$ cat src/rtl/fetch_stage.sv
// Instruction fetch stage. It holds the fetch PC and issues in-order requests
// to a variable-latency instruction memory, with at most two requests in flight.
// Returned instructions are buffered in a two-entry queue whose head drives the
// IF/ID outputs. A redirect discards the queue and any in-flight responses.
module fetch_stage #(
  parameter logic [31:0] RESET_PC = 32'h0000_0000,
  parameter logic [31:0] NOP_INSN = 32'h0000_0013
) (
  input  logic        CLK,
  input  logic        RST,
  input  logic        stall_FD,
  input  logic        redirect,
  input  logic [31:0] redirect_pc,
  output logic        imem_req,
  output logic [31:0] imem_addr,
  input  logic        imem_gnt,
  input  logic        imem_rvalid,
  input  logic [31:0] imem_rdata,
  output logic [31:0] PC_IF,
  output logic [31:0] IDATA_IF,
  output logic [31:0] PC4_IF,
  output logic        valid_IF
);

  logic [31:0] fetch_pc_q, fetch_pc_d;
  logic [31:0] resp_pc_q,  resp_pc_d;
  logic [1:0]  inflight_q, inflight_d;
  logic [1:0]  drop_q,     drop_d;
  logic [1:0]  count_q,    count_d;
  logic [31:0] q_pc_q   [2];
  logic [31:0] q_pc_d   [2];
  logic [31:0] q_insn_q [2];
  logic [31:0] q_insn_d [2];

  logic        pop, grant, rsp, keep;
  logic [2:0]  credit;
  logic [1:0]  wr_idx;
  logic [31:0] target;

  // Handshake terms, issue credit and head-of-queue outputs
  always_comb begin
    valid_IF  = (count_q != 2'd0);
    pop       = valid_IF & ~stall_FD & ~redirect;
    // Slots already promised: queued entries plus outstanding requests,
    // less the entry leaving this cycle.
    credit    = {1'b0, inflight_q} + {1'b0, count_q} - {2'b00, pop};
    imem_req  = ~RST & ~redirect & (credit < 3'd2);
    imem_addr = fetch_pc_q;
    grant     = imem_req & imem_gnt;
    // A response with nothing outstanding is a protocol error and is ignored.
    rsp       = imem_rvalid & (inflight_q != 2'd0);
    keep      = rsp & (drop_q == 2'd0);
    wr_idx    = count_q - {1'b0, pop};
    target    = {redirect_pc[31:2], 2'b00};
    PC_IF     = valid_IF ? q_pc_q[0] : '0;
    PC4_IF    = valid_IF ? q_pc_q[0] + 32'd4 : '0;
    IDATA_IF  = valid_IF ? q_insn_q[0] : NOP_INSN;
  end

  // Next-state: PCs, credit counters and queue contents
  always_comb begin
    fetch_pc_d = fetch_pc_q;
    resp_pc_d  = resp_pc_q;
    drop_d     = drop_q;
    count_d    = count_q;
    q_pc_d     = q_pc_q;
    q_insn_d   = q_insn_q;
    inflight_d = inflight_q + {1'b0, grant} - {1'b0, rsp};
    if (grant) fetch_pc_d = fetch_pc_q + 32'd4;
    if (redirect) begin
      // Everything still outstanding belongs to the wrong path; the response
      // arriving this cycle is already consumed so it is not counted.
      count_d    = '0;
      fetch_pc_d = target;
      resp_pc_d  = target;
      drop_d     = inflight_q - {1'b0, rsp};
    end else begin
      if (rsp && (drop_q != 2'd0)) drop_d = drop_q - 2'd1;
      // Head sits at index 0; a pop shifts the second entry forward and a
      // push lands behind whatever remains after the pop.
      if (pop) begin
        q_pc_d[0]   = q_pc_q[1];
        q_insn_d[0] = q_insn_q[1];
      end
      if (keep) begin
        q_pc_d[wr_idx[0]]   = resp_pc_q;
        q_insn_d[wr_idx[0]] = imem_rdata;
        resp_pc_d           = resp_pc_q + 32'd4;
      end
      count_d = count_q + {1'b0, keep} - {1'b0, pop};
    end
  end

  // State registers with synchronous reset
  always_ff @(posedge CLK) begin
    if (RST) begin
      fetch_pc_q <= RESET_PC;
      resp_pc_q  <= RESET_PC;
      inflight_q <= '0;
      drop_q     <= '0;
      count_q    <= '0;
      q_pc_q     <= '{default: '0};
      q_insn_q   <= '{default: '0};
    end else begin
      fetch_pc_q <= fetch_pc_d;
      resp_pc_q  <= resp_pc_d;
      inflight_q <= inflight_d;
      drop_q     <= drop_d;
      count_q    <= count_d;
      q_pc_q     <= q_pc_d;
      q_insn_q   <= q_insn_d;
    end
  end

endmodule
$ cat config.mk
export PLATFORM = sky130hd
export DESIGN_NAME = fetch_stage
export DESIGN_NICKNAME = d
export VERILOG_FILES = /design/src/rtl/fetch_stage.sv
export SDC_FILE = /design/constraint.sdc
export NUM_CORES = 1
export LEC_CHECK = 0
export CAP_MARGIN = 20
export CORE_ASPECT_RATIO = 2
export CORE_MARGIN = 5
export CORE_UTILIZATION = 45
export DETAILED_ROUTE_END_ITERATION = 10
export PLACE_DENSITY = 0.71
export SLEW_MARGIN = 10
export SYNTH_ARGS = -nofsm -noshare
export SYNTH_HDL_FRONTEND = slang
export SYNTH_SLANG_ARGS = --single-unit
$ cat constraint.sdc
create_clock -name CLK -period 8.41 [get_ports CLK]
set_clock_uncertainty 0.1 [all_clocks]
set_input_delay 2.523 -clock CLK [delete_from_list [all_inputs] [get_ports CLK]]
set_output_delay 2.523 -clock CLK [all_outputs]
set_load 0.005 [all_outputs]
# After elaboration in Yosys (flattened, before gate mapping)
# Cells that the tools add are included.
[word_totals]
regBits = 198
input_bits = 70
out_inout_bits = 130
[classes]
add_sub_neg = 12
order_cmp = 3
n_mux = 19
n_bitwise = 11
n_reduce_logical = 11
[op_table]
columns = ["operator", "count"]
rows = [
  ["$mux 32", 12],
  ["$bwmux 64", 2],
  ["$mux 64", 2],
  ["$add 32x3->32 const B", 3],
  ["$demux 32 s1", 1],
  ["$reduce_bool 2->1", 6],
  ["$and 1x1->1", 7],
  ["$sub 2x1->2", 3],
  ["$add 2x1->2", 2],
  ["$mux 2", 2],
  ["$add 2x2->3", 1],
  ["$lt 3x2->1 const B", 1],
  ["$not 1->1", 3],
  ["$sub 3x1->3", 1],
  ["$ge 2x2->1 const B", 1],
  ["$logic_and 1x1->1", 2],
  ["$logic_not 2->1", 1],
  ["$lt 2x1->1 const B", 1],
  ["$not 1->2", 1],
  ["$reduce_and 2->1", 1],
  ["$reduce_or 2->1", 1],
  ["$sub 2x1->2 const B", 1],
  ["$sub 1x1->1", 1],
]

# Depth between registers and ports, before layout
# Gate-level depths: netlist of run 1.
[logic_depth]
depth_word = 11
depth_mapped = 13
mapped_depth_nobuf = 12

# Least setup slack after synthesis of run 1
# No wires, ideal clock.
[synth_timing]
path_type = "input port to output port"
startpoint = "input port redirect"
endpoint = "output port imem_req"
t_arrival_ns = 4.326
required_time_ns = 5.787
path_slack_ns = 1.461
cell_stages = 7
cell_sequence = "or4b_1 clkbuf_1 nand2_1 nand2_1 fa_1 xor2_1 and3_1"
[synth_between]
elab_chain_len = 5
[synth_lines]
columns = ["item", "line", "text"]
rows = [
  ["start, declared", "12", "input logic redirect,"],
  ["$not 1->1 (no line) *", "-", ""],
  ["$and 1x1->1", "43", "pop = valid_IF & ~stall_FD & ~redirect;"],
  ["$sub 3x1->3", "46", "credit = {1'b0, inflight_q} + {1'b0, count_q} - {2'b00, pop};"],
  ["$lt 3x2->1", "47", "imem_req = ~RST & ~redirect & (credit < 3'd2);"],
  ["$and 1x1->1 *", "47", ""],
  ["end, declared", "14", "output logic imem_req,"],
]
# Mark *: on every way between the ends. The rest lies on a longest branch, timed or not.

# Worst setup path after layout of run 1
[layout_timing]
startpoint = "input port stall_FD"
endpoint = "output port imem_req"
[layout_between]
elab_chain_len = 6
[layout_lines]
columns = ["item", "line", "text"]
rows = [
  ["start, declared", "11", "input logic stall_FD,"],
  ["$not 1->1", "43", ""],
  ["$and 1x1->1 (2 in a row)", "43", ""],
  ["$sub 3x1->3", "46", ""],
  ["$lt 3x2->1", "47", ""],
  ["$and 1x1->1", "47", ""],
]
# Every way passes these cells.

==> results of run 1 <==
==> per-layer routing <==
| metal | vias up | track usage | share of wire |
|---|---|---|---|
| li1 | 4706 | - | - |
| met1 | 4665 | 0.260 | 0.36 |
| met2 | 288 | 0.435 | 0.55 |
| met3 | 86 | 0.0333 | 0.035 |
| met4 | 0 | 0.135 | 0.054 |
| met5 | - | 0 | 0 |
==> power by group through the flow <==
stage	Sequential, mW	Combinational, mW	Clock, mW
floorplan	1.08	0.326	0
global placement	1.12	0.466	0
detailed placement	1.12	0.475	0
CTS	1.10	0.479	0.809
global route	1.12	0.532	0.851
finish	1.10	0.476	0.798
==> cell usage after synthesis (3+ instances only) <==
cell      number
mux2i_1       65
a31oi_1        7
o31ai_1       21
buf_6          8
nand3_1       32
clkbuf_1      82
nand4_1       36
nor3_1       103
nand2b_1       4
xor2_1        18
nor3b_1        6
dfxtp_1      194
buf_4          7
a21oi_1       80
o211ai_1       3
and2_1        67
nor2_1       102
or4_1         23
a211oi_1      17
nor2b_1        3
buf_1          5
a211o_1        3
xnor2_1       18
inv_1         20
nor4_1        20
o22ai_1       63
buf_2          6
mux2_2         3
and4_1        17
or3_1          7
o21ai_0       19
o21a_1        23
nor4b_1        3
and3_1         9
ha_1           9
a21boi_0      19
nand2_1       51
o31a_1         8
==> logic make-up after synthesis <==
group | Yosys count | share of synthesized area
buffers and inverters | 133 | 0.0601
AO/OA/AOI/OAI | 281 | 0.182
AND/OR/NAND/NOR | 491 | 0.261
other | 1 | 0.000371
multiplexers | 68 | 0.0678
adder cells (fa/ha/maj) | 10 | 0.0131
flip-flops | 194 | 0.385
XOR/XNOR | 36 | 0.0312
==> final cells by class <==
| class | instances | area (µm²) | area share |
|---|---|---|---|
| multi-input combinational | 888 | 5640 | 0.450 |
| sequential | 194 | 3880 | 0.309 |
| timing repair buffer | 206 | 2020 | 0.161 |
| clock buffer | 19 | 443 | 0.0353 |
| tap | 276 | 345 | 0.0275 |
| clock inverter | 11 | 123 | 0.00977 |
| inverter | 22 | 85.1 | 0.00678 |
| antenna | 1 | 2.50 | 0.000199 |
==> critical path: stages <==
cell and delay [ns]:
clkdlybuf4s50_1 0.51, or4b_1 0.64, nand2_1 0.16, nand2_1 0.10
fa_1 0.43, xor2_1 0.21, and3_1 0.25, clkdlybuf4s50_1 0.53
==> path summary, 6_finish.rpt <==
kind,end,cells after the start
max,imem_req,8
min,q_pc_q[1]$_SDFFE_PP0P_,1
max reg2reg,imem_addr[31]$_SDFFE_PP0P_,8
min reg2reg,q_pc_q[1]$_SDFFE_PP0P_,1
==> reports/results.tsv, run 1 <==
stage	metric	value	unit
outcome	status	complete, no violations	
cells_and_area	FILL cells	2026	
placement	Placer Congestion	0.853	
cells_and_area	most frequent cells in the layout	dfxtp_1 (194), clkdlybuf4s50_1 (193), nor3_1 (103), nor2_1 (101), a21oi_1 (80)	
min_path	hold path start	q_pc_q[1]$_SDFFE_PP0P_	
cells_and_area	layout cell share with drive strength beyond 1	0.0433	
worst_setup_path	crit-path max FO	5	
cells_and_area	fin area	12500	µm²
sta	Least-Margin Pin Slew	1.09	ns
grt	largest net degree at the start of global routing	95	
placement	Inst Count DP	1585	
power	switching part of the total power	0.316	
die	die area	25700	µm²
power	Comb pwr share	0.200	
route	DRT iter0 DRCs	616	
placement	dpl hpwl	21800	µm
clock_tree	setup bufs post-CTS	0	
cells_and_area	Layout Cells excl Fill	1617	
cells_and_area	post-layout util	0.566	
grt	grt ovf	0	
sta	Slew HR	0.276	
sta	unrepaired setup endpoints after global routing	no	
clock_tree	CTS tree	done	
die	Die H	222	µm
sta	period utilization	0.950	
synth	Yosys cell types	66	
sta	Slew Limit Fails	0	
die	Initial Util	0.456	
sta	final number of hold-violating endpoints	0	
die	IO Count	200	
clock_tree	Clock transition at path regs	0.07	ns
power	leak pwr	4.12	nW
grt	GRT Total Usage	0.240	
synth	area leader, netlist	dfxtp_1	
synth	Ys Warns	0	
worst_setup_path	crit path capture type	primary output	
synth	register area share after synthesis	0.385	
placement	placed cell area	12000	µm²
worst_setup_path	critical path data required time	5.79	ns
synth	syn avg cell area	8.32	µm²
grt	first-pass GRT wire length	49700	µm
synth	number of synthesized flops with an enable pin	0	
power	design internal power	1.63	mW
clock_tree	Worst-Skew Late Latency	0.44	ns
job	maxcap violations	0	
sta	fmax	125	MHz
worst_setup_path	Data arrival, critical path	5.36	ns
power	worst vdd ir	0.179	mV
clock_tree	# hold bufs at CTS	0	
sta	setup ws final	0.424	ns
clock_tree	post_cts resized	0	
cells_and_area	area delta synth->final	24.3	%
route	DR vias	9745	
synth	post-synth top area share	0.385	
synth	Synth Instances	1214	
grt	vias in the first global route	9277	
worst_setup_path	worst setup path class	in2out	
worst_setup_path	FF-to-FF setup slack	4.79	ns
die	Core Region	22200	µm²
route	DR pass1 iterations	5	
clock_tree	Root Driver	clkbuf_16	
route	final wirelength	31400	µm
die	Die W	116	µm
power	PwrDens	189	nW/µm²
sta	hold slack	0.380	ns
power	Clk pwr share	0.335	
route	antenna viol nets, final	0	
synth	Synth async-reset ratio	0	
route	Avg WL per Cell	19.4	µm
min_path	worst hold path class	reg2reg	
route	DR DRC count	0	
worst_setup_path	reg-to-reg critical path startpoint	count_q[0]$_SDFF_PP0_	
cells_and_area	commonest non-fill, non-tap cell in the layout	dfxtp_1	
route	DR vias/cell	6.03	
sta	setup violators final	0	
clock_tree	Inserted Clock Buffers	17	
synth	top cells by area, synth	dfxtp_1 (38%), mux2i_1 (6.4%), nor3_1 (5.1%)	
die	Core Rows	77	
power	NetSw	750	µW
synth	top_reg_cell synth	dfxtp_1	
clock_tree	Clock H-tree levels	4	
sta	clock period minus worst slack	7.99	ns
worst_setup_path	Worst Setup SP	stall_FD	
sta	Sum Neg Setup Slack	0	ns
power	Flop pwr share	0.465	
grt	antenna violations before repair	1	
synth	synthesized cell area	10100	µm²
power	Pwr Total	2.38	mW
placement	dpl ws	0.463	ns
placement	# port buffers	195	
synth	#FFs+latches synth	194	
clock_tree	clock sink count	194	
cells_and_area	Final nets	1409	
clock_tree	clock buffer depth	2	
worst_setup_path	crit start category	input port	
No activity file was read; power rests on OpenSTA's default activity.
==> run 2: changes to the inputs <==
--- a/config.mk
+++ b/config.mk
@@ -5,10 +5,12 @@
 export SDC_FILE = /design/constraint.sdc
 export NUM_CORES = 1
 export LEC_CHECK = 0
-export CAP_MARGIN = 20
+export CAP_MARGIN = 40
 export CORE_ASPECT_RATIO = 2
 export CORE_MARGIN = 5
 export CORE_UTILIZATION = 45
+export CTS_BUF_LIST = sky130_fd_sc_hd__clkbuf_8
+export CTS_CLUSTER_DIAMETER = 40
 export DETAILED_ROUTE_END_ITERATION = 10
 export PLACE_DENSITY = 0.71
 export SLEW_MARGIN = 10
==> reports/results.tsv, run 2 (synthesis gave the netlist of run 1 again) <==
stage	metric	value	unit	change
outcome	status	complete, no violations		
cells_and_area	FILL cells	2069		+2.1%
power	design internal power	1.43	mW	-12%
cells_and_area	Final nets	1412		+0.21%
min_path	worst hold path class	reg2reg		
power	NetSw	742	µW	-1.1%
grt	vias in the first global route	9343		+0.71%
clock_tree	Clock transition at path regs	0.10	ns	+0.03 ns
die	Initial Util	0.456		unchanged
clock_tree	setup bufs post-CTS	0		unchanged
worst_setup_path	crit path capture type	primary output		
sta	setup violators final	0		unchanged
worst_setup_path	Worst path slowest cell	or4b_1		
placement	dpl ws	0.459	ns	-0.00359 ns
clock_tree	clock sink count	194		unchanged
clock_tree	CTS tree	done		
die	Core Region	22200	µm²	unchanged
route	DR DRC count	0		unchanged
power	Clk pwr share	0.271		-0.064
die	Core Rows	77		unchanged
placement	placed cell area	12000	µm²	+0.55%
sta	setup ws final	0.462	ns	+0.0371 ns
sta	fmax	126	MHz	+0.47%
grt	largest net degree at the start of global routing	87		-8.4%
worst_setup_path	critical path data required time	5.79	ns	about the same
worst_setup_path	cell family with most CP delay	simple AND/OR/NAND/NOR gates		
power	leak pwr	4.07	nW	-1.2%
worst_setup_path	cells along the critical path	clkdlybuf4s50_1 > or4b_1 > nand2_1 > nand2_1 > fa_1 > xor2_1 > and3_1 > clkdlybuf4s50_1		
sta	Slew Limit Fails	0		unchanged
sta	Slew HR	0.407		+0.131
worst_setup_path	Data arrival, critical path	5.33	ns	-0.03 ns
power	PwrDens	175	nW/µm²	-7.8%
die	Die H	222	µm	unchanged
clock_tree	clock buffer depth	2		unchanged
die	IO Count	200		unchanged
worst_setup_path	crit start category	input port		
placement	Inst Count DP	1588		+0.19%
worst_setup_path	CP peak stage delay	0.64	ns	about the same
cells_and_area	layout cell share with drive strength beyond 1	0.0468		+0.00356
cells_and_area	most frequent cells in the layout	dfxtp_1 (194), clkdlybuf4s50_1 (193), nor3_1 (103), nor2_1 (101), a21oi_1 (80)		
placement	# port buffers	195		unchanged
job	maxcap violations	0		unchanged
grt	grt ovf	0		unchanged
clock_tree	Worst-Skew Late Latency	0.49	ns	+0.05 ns
sta	hold slack	0.384	ns	+0.00388 ns
cells_and_area	commonest non-fill, non-tap cell in the layout	dfxtp_1		
sta	Sum Neg Setup Slack	0	ns	unchanged
route	DR vias	9741		-0.041%
route	DR pass1 iterations	7		+2
power	Flop pwr share	0.509		+0.044
placement	dpl hpwl	22100	µm	+1.4%
clock_tree	Clock H-tree levels	4		unchanged
cells_and_area	post-layout util	0.561		-0.00559
power	Comb pwr share	0.220		+0.020
clock_tree	post_cts resized	0		unchanged
route	antenna viol nets, final	0		unchanged
sta	Least-Margin Pin Slew	0.889	ns	-0.197 ns
grt	GRT Total Usage	0.241		+0.000623
power	Pwr Total	2.17	mW	-8.7%
die	die area	25700	µm²	unchanged
route	final wirelength	31500	µm	+0.21%
cells_and_area	fin area	12400	µm²	-0.99%
clock_tree	# hold bufs at CTS	0		unchanged
clock_tree	Root Driver	clkbuf_8		
worst_setup_path	crit-path max FO	5		unchanged
grt	first-pass GRT wire length	49800	µm	+0.14%
die	Die W	116	µm	unchanged
power	switching part of the total power	0.342		+0.0261
placement	Placer Congestion	0.853		unchanged
route	Avg WL per Cell	19.4	µm	about the same
clock_tree	Inserted Clock Buffers	17		unchanged
route	DRT iter0 DRCs	595		-3.4%
sta	clock period minus worst slack	7.95	ns	-0.0371 ns
cells_and_area	Layout Cells excl Fill	1622		+0.31%
cells_and_area	area delta synth->final	23.0	%	
sta	period utilization	0.945		-0.00442
route	DR vias/cell	6.01		-0.35%
sta	unrepaired setup endpoints after global routing	no		
worst_setup_path	Crit path buffers/inverters	2		unchanged
grt	antenna violations before repair	1		unchanged
worst_setup_path	worst setup path class	in2out		
power	worst vdd ir	0.188	mV	+4.7%
sta	final number of hold-violating endpoints	0		unchanged
run 2: changes by cell type in the layout (fill, tap and decap cells not counted), sizes merged, moves of 2 or more:
| cell | before | now |
|---|---|---|
| buf | 12 | 15 |
| inv | 26 | 29 |
| clkinv | 4 | 6 |
| clkbuf | 20 | 18 |
run 2: worst paths after layout:
kind	slack (ns)	end	cells past startpoint	startpoint
max	0.46	imem_req	8	stall_FD
min	0.38	q_pc_q[1]$_SDFFE_PP0P_	1	q_pc_q[1]$_SDFFE_PP0P_
max reg2reg	4.80	imem_addr[31]$_SDFFE_PP0P_	8	count_q[0]$_SDFF_PP0_
min reg2reg	0.38	q_pc_q[1]$_SDFFE_PP0P_	1	q_pc_q[1]$_SDFFE_PP0P_
run 2: layout make-up:
type                            count  area, µm²  area share
Clock inverter                     14        121     0.00977
Inverter                           22       85.1     0.00685
Sequential cell                   194       3880       0.313
Clock buffer                       18        248      0.0199
Tap cell                          276        345      0.0278
Multi-Input combinational cell    888       5640       0.454
Timing Repair Buffer              209       2100       0.169
Antenna cell                        1       2.50    0.000201
run 2: power groups by stage:
| stage | combinational (mW) | clock (mW) | sequential [mW] |
|---|---|---|---|
| 4_1_cts | 0.481 | 0.601 | 1.10 |
| 5_1_grt | 0.533 | 0.637 | 1.12 |
| 3_5_place_dp | 0.477 | 0 | 1.12 |
| 3_3_place_gp | 0.466 | 0 | 1.12 |
| 6_report | 0.478 | 0.589 | 1.10 |
| 2_1_floorplan | 0.326 | 0 | 1.08 |
run 2: layer usage:
| layer | track usage | routed length, µm | up-vias |
|---|---|---|---|
| met5 | 0 | 0 | - |
| met4 | 0.152 | 2080 | 0 |
| met3 | 0.0377 | 1170 | 104 |
| met2 | 0.430 | 16900 | 275 |
| met1 | 0.256 | 11300 | 4655 |
| li1 | - | - | 4707 |
